==> config.mk <==
export PLATFORM = sky130hd
export DESIGN_NAME = serial_adder_ctrl
export DESIGN_NICKNAME = d
export VERILOG_FILES = /design/src/rtl/serial_adder_pkg.sv /design/src/rtl/serial_fa_slice.sv /design/src/rtl/serial_adder_ctrl.sv
export SDC_FILE = /design/constraint.sdc
export NUM_CORES = 1
export LEC_CHECK = 0
export BUFFER_PORTS_ARGS = -buffer_cell sky130_fd_sc_hd__buf_2
export CORE_ASPECT_RATIO = 0.6
export CORE_MARGIN = 1.5
export CORE_UTILIZATION = 52
export CTS_BUF_LIST = sky130_fd_sc_hd__clkbuf_8 sky130_fd_sc_hd__clkbuf_16
export DETAILED_ROUTE_END_ITERATION = 7
export PLACE_DENSITY = 0.83
export SYNTH_ARGS = -nofsm -noshare
export SYNTH_HDL_FRONTEND = slang
export SYNTH_SLANG_ARGS = --single-unit
==> constraint.sdc <==
create_clock -name clk -period 2 [get_ports clk]
set_input_delay 0.5 -clock clk [delete_from_list [all_inputs] [get_ports clk]]
set_output_delay 0.5 -clock clk [all_outputs]
set_load 0.02 [all_outputs]
==> src/rtl/serial_adder_pkg.sv <==
// ============================================================================
// Module      : serial_adder_pkg
// Description : Shared state encoding and sizing helpers for the bit-serial
//               add/subtract engine.
// Revision    : 1.0 - initial release
// ============================================================================
`default_nettype none

package serial_adder_pkg;

  localparam logic [1:0] ST_IDLE = 2'd0;
  localparam logic [1:0] ST_RUN  = 2'd1;
  localparam logic [1:0] ST_DONE = 2'd2;

  localparam int unsigned DEFAULT_WIDTH = 8;

  // Bit-counter width for a given operand width (WIDTH >= 2 gives >= 1 bit).
  function automatic int unsigned cnt_width(input int unsigned width);
    return (width <= 2) ? 1 : $clog2(width);
  endfunction

  localparam int unsigned CNT_W = cnt_width(DEFAULT_WIDTH);

endpackage

`default_nettype wire

==> src/rtl/serial_fa_slice.sv <==
// ============================================================================
// Module      : serial_fa_slice
// Description : Single full-adder cell with its registered carry.
// Revision    : 1.0 - initial release
// ============================================================================
`default_nettype none

module serial_fa_slice (
  input  logic clk,
  input  logic rst_n,
  input  logic a_i,
  input  logic b_i,
  input  logic load_i,
  input  logic load_val_i,
  input  logic en_i,
  output logic s_o,
  output logic cout_o,
  output logic carry_o
);

  logic carry_q;
  logic carry_d;

  assign s_o     = a_i ^ b_i ^ carry_q;
  assign cout_o  = (a_i & b_i) | (a_i & carry_q) | (b_i & carry_q);
  assign carry_o = carry_q;

  always_comb begin
    carry_d = carry_q;
    if (load_i) begin
      carry_d = load_val_i;
    end else if (en_i) begin
      carry_d = cout_o;
    end
  end

  always_ff @(posedge clk or negedge rst_n) begin
    if (!rst_n) begin
      carry_q <= 1'b0;
    end else begin
      carry_q <= carry_d;
    end
  end

endmodule

`default_nettype wire

==> src/rtl/serial_adder_ctrl.sv <==
// ============================================================================
// Module      : serial_adder_ctrl
// Description : Bit-serial add/subtract engine, LSB first, valid/ready on
//               both sides, one operation in flight.
// Revision    : 1.0 - initial release
// ============================================================================
`default_nettype none

module serial_adder_ctrl
  import serial_adder_pkg::*;
#(
  parameter int unsigned WIDTH = 8
) (
  input  logic             clk,
  input  logic             rst_n,
  input  logic             in_valid,
  output logic             in_ready,
  input  logic [WIDTH-1:0] a_in,
  input  logic [WIDTH-1:0] b_in,
  input  logic             sub_in,
  output logic             out_valid,
  input  logic             out_ready,
  output logic [WIDTH-1:0] sum_out,
  output logic             c_out,
  output logic             ovf_out,
  output logic             busy
);

  localparam int unsigned        CTR_W    = cnt_width(WIDTH);
  localparam logic [CTR_W-1:0]   LAST_BIT = CTR_W'(WIDTH - 1);

  logic [1:0]       state_q, state_d;
  logic [CTR_W-1:0] cnt_q,   cnt_d;
  logic [WIDTH-1:0] a_q,     a_d;
  logic [WIDTH-1:0] b_q,     b_d;
  logic [WIDTH-1:0] res_q,   res_d;
  logic [WIDTH-1:0] sum_q,   sum_d;
  logic             c_q,     c_d;
  logic             ovf_q,   ovf_d;

  logic fa_load;
  logic fa_load_val;
  logic fa_en;
  logic fa_s;
  logic fa_cout;
  logic fa_carry;

  serial_fa_slice u_fa (
    .clk        (clk),
    .rst_n      (rst_n),
    .a_i        (a_q[0]),
    .b_i        (b_q[0]),
    .load_i     (fa_load),
    .load_val_i (fa_load_val),
    .en_i       (fa_en),
    .s_o        (fa_s),
    .cout_o     (fa_cout),
    .carry_o    (fa_carry)
  );

  assign in_ready  = (state_q == ST_IDLE);
  assign out_valid = (state_q == ST_DONE);
  assign busy      = (state_q != ST_IDLE);
  assign sum_out   = sum_q;
  assign c_out     = c_q;
  assign ovf_out   = ovf_q;

  always_comb begin
    state_d     = state_q;
    cnt_d       = cnt_q;
    a_d         = a_q;
    b_d         = b_q;
    res_d       = res_q;
    sum_d       = sum_q;
    c_d         = c_q;
    ovf_d       = ovf_q;
    fa_load     = 1'b0;
    fa_load_val = 1'b0;
    fa_en       = 1'b0;

    case (state_q)
      ST_IDLE: begin
        if (in_valid) begin
          // Subtract is A + ~B + 1: invert B here, inject the +1 as carry-in.
          a_d         = a_in;
          b_d         = b_in ^ {WIDTH{sub_in}};
          fa_load     = 1'b1;
          fa_load_val = sub_in;
          cnt_d       = '0;
          state_d     = ST_RUN;
        end
      end
      ST_RUN: begin
        fa_en = 1'b1;
        a_d   = a_q >> 1;
        b_d   = b_q >> 1;
        res_d = {fa_s, res_q[WIDTH-1:1]};
        cnt_d = cnt_q + 1'b1;
        if (cnt_q == LAST_BIT) begin
          // Outputs only update here so no partial result is ever visible.
          cnt_d   = '0;
          sum_d   = {fa_s, res_q[WIDTH-1:1]};
          c_d     = fa_cout;
          ovf_d   = fa_carry ^ fa_cout;
          state_d = ST_DONE;
        end
      end
      ST_DONE: begin
        if (out_ready) begin
          state_d = ST_IDLE;
        end
      end
      default: begin
        state_d = ST_IDLE;
      end
    endcase
  end

  always_ff @(posedge clk or negedge rst_n) begin
    if (!rst_n) begin
      state_q <= ST_IDLE;
      cnt_q   <= '0;
      a_q     <= '0;
      b_q     <= '0;
      res_q   <= '0;
      sum_q   <= '0;
      c_q     <= 1'b0;
      ovf_q   <= 1'b0;
    end else begin
      state_q <= state_d;
      cnt_q   <= cnt_d;
      a_q     <= a_d;
      b_q     <= b_d;
      res_q   <= res_d;
      sum_q   <= sum_d;
      c_q     <= c_d;
      ovf_q   <= ovf_d;
    end
  end

endmodule

`default_nettype wire

**Yosys cells after proc, flatten, opt, wreduce, memory -nomap -nowiden**

Cells that the tools add are included.

- Register bits: 40
- Input bits: 21
- Output and inout port bits: 13
- Word-level logic and storage cells: 50

- $add $sub $neg: 1
- Eq/ne operators: 6
- Multiplexer cells: 18
- Bitwise gates (word level): 9
- Reductions and logical operators: 7

Operator list:

| kind | number |
|---|---|
| one-hot mux 8 bit (2 select lines) | 2 |
| 2-to-1 mux 8 bit | 2 |
| bitwise XOR 8 bit | 1 |
| 2-to-1 mux 1 bit | 7 |
| 2-to-1 mux 2 bit | 3 |
| 2-to-1 mux 3 bit | 2 |
| one-hot mux 2 bit (3 select lines) | 1 |
| one-hot mux 3 bit (2 select lines) | 1 |
| nonzero test 2 bit | 3 |
| inequality test 2 bit, second input constant | 2 |
| AND reduction 2 bit | 2 |
| adder 3 x 1 -> 3 bit, second input constant | 1 |
| AND 1 bit | 3 |
| == test 3 bit, second input constant | 1 |
| AND reduction 3 bit | 1 |
| bitwise XOR 1 bit | 3 |
| == test 2 x 1 -> 1 bit, second input constant | 1 |
| == test 2 bit, second input constant | 1 |
| zero test 2 bit | 1 |
| inequality test 2 x 1 -> 1 bit, second input constant | 1 |
| bitwise OR 1 bit | 2 |

**Depth between registers and ports, before layout**

Gate-level depths: netlist of run 1.

- Depth in word-level cells: 5
- Depth in mapped cells: 6
- Mapped depth without buffers: 5

**Hierarchy**

Synthesis of run 1 repeated with hierarchy kept, for this count alone.

- Cell total of the unflattened synthesis: 146
- Area, all modules: 1,750.4 sq um

By module, submodules not included:

| module | instances | cells an instance | area each (sq um) | sequential area each (sq um) |
|---|---|---|---|---|
| serial_adder_ctrl | 1 | 141 | 1,686.6 | 950.9 |
| serial_fa_slice | 1 | 5 | 63.8 | 25.0 |

**Worst setup path before layout of run 1**

No wires, ideal clock.

- Kind: register to output
- Start: register state_q[0]
- End: output in_ready
- Arrival: 1.146 ns
- Path slack: 0.354 ns
- Stages on the path, launching flop included: 5
- Path buffers: 2
- Cells stage by stage: dfrtp_1 -> buf_6 -> buf_2 -> or2_2 -> inv_1

- Longest elaborated chain between the ends: 1

RTL lines:

| item | RTL line | RTL |
|---|---|---|
| start: declaration | serial_adder_ctrl.sv:32 | `logic [1:0] state_q, state_d;` |
| start signal: assignment | serial_adder_ctrl.sv:130 | `state_q <= state_d;` |
| zero test 2 bit | serial_adder_ctrl.sv:61 | `assign in_ready = (state_q == ST_IDLE);` |
| end: declaration | serial_adder_ctrl.sv:17 | `output logic in_ready,` |

No other way between the ends.

**Worst setup path after layout of run 1**

- Start: register state_q[1]
- End: output in_ready

The elaborated chain is that of the path after synthesis.

==> metrics.csv, run 1 <==
stage;metric;value;unit
layout;fin_util;0.627;
detailed_routing;drtAntennaViolNets;0;
sta;tightest_slew;664;ps
pwr;sw_frac_of_total;0.377;
placed_design;gp_congestion;0.797;
sta;finalSetupViolCount;0;
yosys;yosysUniqueCellTypes;30;
floorplan;row_count;16;
cts;cts_setup_buffers;0;
cts;worstSkewPairLatency;290;ps
yosys;netlist_instances;158;
floorplan;core-area;0.00322;mm2
sta;fin_crit_sh;0.952;
yosys;synth-seq-cells;39;
floorplan;die-area;0.00372;mm2
yosys;synth_warnings;0;
cts;cts.path.max_buffers;2;
yosys;synth_edf_count;0;
pwr;pwr-share-comb;0.381;
cts;cts_max_level;2;
detailed_routing;wl_per_cell;14.1;um
global_route;grt-ovfl-total;0;
cts;cts_tree;built;
placed_design;dp_hpwl;2.37;mm
setup_path;r2r_end;sum_out[6];
sta;whs;240;ps
cts;cts_resized;0;
sta;fmaxAchievable;0.525;GHz
setup_path;reg2reg_from;cnt_q[0];
detailed_routing;routed-via-count;1231;
global_route;track_usage;0.206;
setup_path;path_max_fanout;15;
detailed_routing;avgViaCountPerCell;5.19;
detailed_routing;initialDrtViolationCount;102;
setup_path;worst_setup_path_start_kind;register;
cts;cts_made_buffers;5;
cts;root_buffer;clkbuf_8;
detailed_routing;routed_wl;3.34;mm
placed_design;dpl_cell_area;0.00193;mm2
layout;num-fill-cells;272;
cts;path_clk_slew;70;ps
yosys;postSynthAreaPerCell;11.0;um2
layout;antenna_cells;0;
cts;clkSinkCount;39;
yosys;ys.flop_type;dfrtp_1;
pwr;ir_drop;0.541;mV
yosys;syn_area;0.00174;mm2
job;maxCapViolCount;0;
yosys;syn-num-nets;182;
setup_path;reg2reg_slack;300;ps
global_route;grt_antenna_before_repair;0;
sta;rsz0062_at_grt;no;
layout;synthToLayoutAreaGrowth;15.9;%
global_route;grt_pass1_wl;5.55;mm
setup_path;end_kind;output port;
setup_path;worstPathArrival;1400;ps
setup_path;critPathKind;reg2out;
pwr;p_leak;0.00102;uW
sta;tns;0;ps
worst_hold_path;min_path_type;in2async;
sta;layout_setup_ws;95.9;ps
yosys;seq_area_frac_synth;0.560;
pwr;power_frac_clock;0.175;
pwr;p_int;1900;uW
floorplan;io_pins;34;
status;status;complete, no violations;
sta;final.min_clock_period;1900;ps
yosys;synthArstFlopShare;1.00;
setup_path;reg2reg_depth;5;
layout;drive_gt1_frac;0.333;
placed_design;io_buffers;33;
pwr;p_seq_frac;0.444;
sta;slew_headroom;0.557;
pwr;power.density;1510;mW/mm2
sta;clock_skew;5.27;ps
global_route;grt_start_max_net_pins;40;
global_route;grt_pass1_vias;1176;
setup_path;crit_required;1500;ps
floorplan;die_h;47.8;um
sta;finalHoldViolCount;0;
layout;stdcell_area;0.00202;mm2
detailed_routing;firstDrtPassIters;4;
detailed_routing;drc;0;
floorplan;initial_utilization;0.541;
pwr;power.switching;1150;uW
layout;nNetsFinal;216;
sta;drv_slew;0;
placed_design;pre_cts_ws;302;ps
floorplan;die_w;77.7;um
cts;hold_buffers;0;
-- worst max-delay path, cell delays in order (launching register included) --
cell and delay (ps):
dfrtp_1 540, or2_2 370, inv_1 50, buf_2 150
-- logic make-up (layout without fill, tap and decap cells) --
logic type / count (synthesis) / count (layout) / synth area share
simple gates: 58 / 58 / 0.150
flops: 39 / 39 / 0.560
compound gates: 28 / 28 / 0.121
buf+inv: 12 / 46 / 0.0395
xor+xnor: 9 / 9 / 0.0452
mux: 9 / 9 / 0.0581
fa+ha+maj: 3 / 3 / 0.0258
-- per-stage QoR --
| stage | power, uW | instances |
|---|---|---|
| 6_report | 3050 | 237 |
| 5_1_grt | 3290 | 237 |
| 4_1_cts | 3080 | 237 |
| 3_5_place_dp | 2540 | 230 |
| 3_3_place_gp | 2460 | 230 |
| 2_1_floorplan | 2200 | 158 |
-- Yosys cell counts (all sizes together), types with 2 or more instances --
cell	n	share of area
mux2	9	0.058
nor2	8	0.017
xnor2	9	0.045
nand2	38	0.082
a22oi	7	0.030
inv	2	0.0043
clkbuf	2	0.0050
nand3	3	0.0086
nor2b	2	0.0086
a221o	7	0.045
dfrtp	39	0.56
ha	2	0.014
nand2b	2	0.0072
buf	8	0.030
o21ai	10	0.029
-- per-layer routing --
| metal | up-vias | routed length, um | track usage |
|---|---|---|---|
| met3 | 5 | 109 | 0.0533 |
| met2 | 20 | 1550 | 0.327 |
| met1 | 599 | 1620 | 0.270 |
| met4 | 0 | 59 | 0.105 |
| li1 | 607 | - | - |
| met5 | - | 0 | 0 |
-- registers in the layout, summed over array words and instances (netlist names) --
signal / flops
a_q: 8
b_q: 8
c_out: 1
cnt_q: 3
ovf_out: 1
res_q: 7
state_q: 2
sum_out: 8
u_fa.carry_o: 1
-- area by class of cell --
class,count,area (um2),area share
Clock inverter,1,5.00,0.00248
Timing Repair Buffer,37,195,0.0966
Inverter,2,7.51,0.00372
Multi-Input combinational cell,107,698,0.346
Tap cell,45,56.3,0.0279
Clock buffer,6,82.6,0.0409
Sequential cell,39,976,0.483
-- power groups by stage --
stage / logic [uW] / clock network, uW / registers, uW
4_1_cts: 1170 / 550 / 1360
3_3_place_gp: 1110 / 0 / 1350
2_1_floorplan: 804 / 0 / 1400
6_report: 1160 / 533 / 1360
5_1_grt: 1310 / 580 / 1400
3_5_place_dp: 1180 / 0 / 1360
-- layout by cell type (no fill, tap or decap), types with 2 or more instances in the layout --
master and instances:
inv_1 2, mux2_2 9, a221o_2 6, nand2b_1 2, ha_1 2, nand3_1 3
clkbuf_8 6, buf_2 33, buf_4 4, xnor2_1 9, nor2_1 8, o21ai_0 9
a22oi_1 7, nand2_1 38, dfrtp_1 39
-- worst max path at each step --
| stage | start | end | slack (ps) | cells after the start |
|---|---|---|---|---|
| after floorplan | state_q[0] | in_ready | 350 | 4 |
| after global placement | cnt_q[0] | sum_out[1] | 360 | 5 |
| after detailed placement | cnt_q[0] | sum_out[6] | 300 | 5 |
| after CTS | state_q[1] | in_ready | 80 | 3 |
| after global routing | state_q[1] | in_ready | 10 | 3 |
| final | state_q[1] | in_ready | 100 | 3 |
No activity file was read; power rests on OpenSTA's default activity.
==> inputs of run 2 (changes only) <==
- PLACE_DENSITY: 0.83 -> 0.81
==> metrics.csv, run 2 (synthesis gave the netlist of run 1 again) <==
stage;metric;value;unit
placed_design;dp_hpwl;2.25;mm
global_route;grt_start_max_net_pins;21;
placed_design;dpl_cell_area;0.00195;mm2
placed_design;gp_congestion;0.802;
global_route;grt-ovfl-total;0;
cts;cts_tree;built;
floorplan;die-area;0.00372;mm2
detailed_routing;drtAntennaViolNets;0;
cts;worstSkewPairLatency;290;ps
cts;cts_made_buffers;5;
setup_path;end_kind;output port;
detailed_routing;wl_per_cell;13.4;um
floorplan;row_count;16;
floorplan;die_h;47.8;um
placed_design;pre_cts_ws;248;ps
sta;layout_setup_ws;224;ps
layout;synthToLayoutAreaGrowth;17.1;%
sta;rsz0062_at_grt;no;
setup_path;crit_required;1500;ps
cts;cts_setup_buffers;0;
layout;antenna_cells;0;
floorplan;core-area;0.00322;mm2
setup_path;worstPathArrival;1280;ps
sta;fmaxAchievable;0.563;GHz
sta;clock_skew;5.90;ps
sta;fin_crit_sh;0.888;
layout;final_cell_mix;dfrtp_1, nand2_1, buf_2;
detailed_routing;avgViaCountPerCell;5.17;
detailed_routing;initialDrtViolationCount;103;
floorplan;initial_utilization;0.541;
layout;drive_gt1_frac;0.337;
detailed_routing;drc;0;
job;maxCapViolCount;0;
cts;cts_resized;0;
layout;num-fill-cells;258;
cts;root_buffer;clkbuf_8;
cts;cts.path.max_buffers;2;
detailed_routing;routed_wl;3.20;mm
floorplan;die_w;77.7;um
layout;final_common_cell;dfrtp_1;
sta;tightest_slew;684;ps
floorplan;io_pins;34;
sta;drv_slew;0;
placed_design;io_buffers;33;
sta;slew_headroom;0.544;
cts;hold_buffers;0;
pwr;p_leak;0.00103;uW
cts;path_clk_slew;70;ps
sta;final.min_clock_period;1780;ps
global_route;grt_pass1_vias;1130;
global_route;grt_pass1_wl;5.37;mm
worst_hold_path;min_path_type;in2async;
pwr;ir_drop;0.594;mV
layout;stdcell_area;0.00204;mm2
cts;clkSinkCount;39;
detailed_routing;routed-via-count;1231;
layout;nNetsFinal;217;
sta;finalSetupViolCount;0;
setup_path;worst_setup_path_start_kind;register;
detailed_routing;firstDrtPassIters;4;
setup_path;critPathKind;reg2out;
status;status;complete, no violations;
pwr;power.density;1490;mW/mm2
global_route;grt_antenna_before_repair;0;
setup_path;path_max_fanout;8;
global_route;track_usage;0.194;
sta;tns;0;ps
sta;finalHoldViolCount;0;
cts;cts_max_level;2;
-- run 2: changes by cell type in the layout (fill, tap and decap cells not counted), sizes merged --
| cell | change |
|---|---|
| buf | +1 |
-- run 2: routing by layer --
metal	routed length (um)	global-route usage	share of wire	up-vias
met4	21	0.0545	0.0066	0
met3	214	0.0514	0.067	3
met2	1440	0.320	0.45	39
li1	-	-	-	607
met1	1520	0.263	0.47	582
met5	0	0	0	-
-- run 2: stage by stage --
step                      cells   util  hold WS, ps  power [uW]
after floorplan             158      -          204        2200
after global placement      231  0.606          459        2470
after detailed placement    231  0.606          471        2530
after CTS                   238  0.633          172        3070
after global routing        238  0.633          200        3270
final                       238  0.633          163        3040
-- run 2: area by class of cell --
type / instances / area (um2) / area share
Clock buffer: 6 / 82.6 / 0.0405
Clock inverter: 1 / 5.00 / 0.00245
Inverter: 2 / 7.51 / 0.00368
Multi-Input combinational cell: 107 / 698 / 0.342
Sequential cell: 39 / 976 / 0.478
Tap cell: 45 / 56.3 / 0.0276
Timing Repair Buffer: 38 / 215 / 0.105
-- run 2: final timing paths --
| path | from | endpoint | slack (ps) | cells after the start |
|---|---|---|---|---|
| max in group asynchronous | rst_n | cnt_q[2] | 1370 | 2 |
| max reg2reg | cnt_q[0] | sum_out[4] | 260 | 4 |
| min | rst_n | res_q[2] | 160 | 1 |
| min reg2reg | a_q[3] | a_q[3] | 480 | 2 |
| min in group clk | a_in[7] | a_q[7] | 420 | 3 |
| max | state_q[1] | in_ready | 220 | 3 |
-- run 2: power breakdown --
group / switching [uW] / internal, uW / leakage (uW) / total (uW)
logic: 677 / 512 / 0.000482 / 1190
registers: 202 / 1120 / 0.000501 / 1330
clock network: 257 / 270 / 0.0000470 / 527
-- run 2: critical path: stages, from the launching register on --
cell     delay (ps)
dfrtp_1         460
or2_2           330
inv_1            50
buf_2           150
==> inputs of run 3 (changes only) <==
- CORE_UTILIZATION: 52 -> 48
- PLACE_DENSITY: 0.81 -> 0.79
- RECOVER_POWER: unset -> 25
- clock period: 2 -> 1.5 ns (I/O delays scaled with it)
==> metrics.csv, run 3 (synthesis gave the netlist of run 1 again) <==
stage;metric;value;unit
cts;path_clk_slew;80;ps
cts;cts_max_level;2;
setup_path;worst_setup_path_start_kind;register;
pwr;power.density;2120;mW/mm2
status;violations;negative setup slack;
cts;cts_made_buffers;5;
cts;clkSinkCount;39;
floorplan;core-area;0.00336;mm2
placed_design;gp_congestion;0.822;
setup_path;reg2reg_depth;5;
job;maxCapViolCount;0;
floorplan;die_w;80.8;um
pwr;p_leak;0.00115;uW
pwr;ir_drop;0.881;mV
layout;drive_gt1_frac;0.408;
setup_path;reg2reg_slack;10;ps
detailed_routing;routed-via-count;1342;
layout;nNetsFinal;229;
layout;final_cell_mix;nand2_1, dfrtp_1, buf_2;
global_route;grt_pass1_vias;1432;
floorplan;die-area;0.00401;mm2
cts;cts_tree;built;
layout;synthToLayoutAreaGrowth;29.5;%
sta;drv_slew;0;
sta;finalSetupViolCount;1;
detailed_routing;avgViaCountPerCell;5.35;
placed_design;pre_cts_ws;-22.0;ps
cts;worstSkewPairLatency;290;ps
worst_hold_path;min_path_type;in2async;
setup_path;crit_required;1120;ps
setup_path;r2r_end;sum_out[0];
status;status;finished, violations left;
sta;finalHoldViolCount;0;
setup_path;worstPathArrival;1150;ps
sta;fmaxAchievable;0.658;GHz
setup_path;critPathKind;reg2out;
detailed_routing;drtAntennaViolNets;0;
sta;rsz0062_at_grt;yes;
sta;whs;317;ps
setup_path;reg2reg_from;cnt_q[0];
detailed_routing;firstDrtPassIters;4;
layout;antenna_cells;0;
detailed_routing;drc;0;
sta;final.min_clock_period;1520;ps
floorplan;io_pins;34;
sta;tns;-20.2;ps
placed_design;io_buffers;33;
sta;fin_crit_sh;1.01;
layout;final_common_cell;nand2_1;
sta;tightest_slew;962;ps
floorplan;initial_utilization;0.518;
floorplan;row_count;16;
sta;slew_headroom;0.359;
placed_design;dp_hpwl;2.57;mm
global_route;track_usage;0.237;
cts;hold_buffers;0;
detailed_routing;wl_per_cell;16.6;um
setup_path;end_kind;output port;
sta;clock_skew;9.92;ps
detailed_routing;initialDrtViolationCount;91;
global_route;grt_pass1_wl;6.91;mm
sta;layout_setup_ws;-20.2;ps
global_route;grt_start_max_net_pins;40;
cts;root_buffer;clkbuf_8;
setup_path;path_max_fanout;2;
detailed_routing;routed_wl;4.16;mm
cts;cts.path.max_buffers;2;
global_route;grt-ovfl-total;0;
floorplan;die_h;49.7;um
global_route;grt_antenna_before_repair;0;
[run 3: worst max-delay path: stages (launching register included)]
cell     delay [ps]
dfrtp_2         430
or2_4           260
inv_2            60
buf_6           110
[run 3: how the worst max path moves through the flow]
stage / start / endpoint / cells after the start / slack (ps)
CTS: cnt_q[1] / sum_out[0] / 6 / -10
floorplan: cnt_q[0] / c_out / 5 / 10
detailed placement: cnt_q[0] / sum_out[0] / 5 / -20
global route: state_q[0] / in_ready / 3 / -50
finish: state_q[1] / in_ready / 3 / -20
global placement: cnt_q[0] / sum_out[5] / 5 / 50
[run 3: metrics by stage]
stage               utilization  std cells  instance area, um2  power [uW]
global route              0.671        251                2260        5090
floorplan                     -        158                1750        2950
detailed placement        0.591        234                1990        3510
global placement          0.591        234                1990        3390
CTS                       0.675        251                2270        4700
finish                    0.671        251                2260        4780
[run 3: cell type report]
cell class / count / area (um2)
clock inverter: 2 / 35.0
clock buffer: 6 / 82.6
tap: 45 / 56.3
inverter: 2 / 7.51
multi-input combinational: 107 / 771
sequential: 39 / 978
fill: 244 / 1110
timing repair buffer: 50 / 327
[run 3: timing repair]
item                                    4_1_cts  5_1_grt
gates resized for setup                      22        4
endpoints found under the setup margin       12       13
pin swaps                                     2        2
cloned                                        1        0
setup buffers                                 8        2
[run 3: power by group]
| group | switching (uW) | internal, uW | leakage [uW] |
|---|---|---|---|
| Combinational | 1070 | 1010 | 0.000591 |
| Clock | 356 | 538 | 0.0000612 |
| Sequential | 313 | 1500 | 0.000499 |
[run 3: routing by layer]
metal / GRT usage / wire, um
met5: 0 / 0
met1: 0.305 / 1880
met4: 0.0690 / 44
met3: 0.0500 / 157
met2: 0.406 / 2080
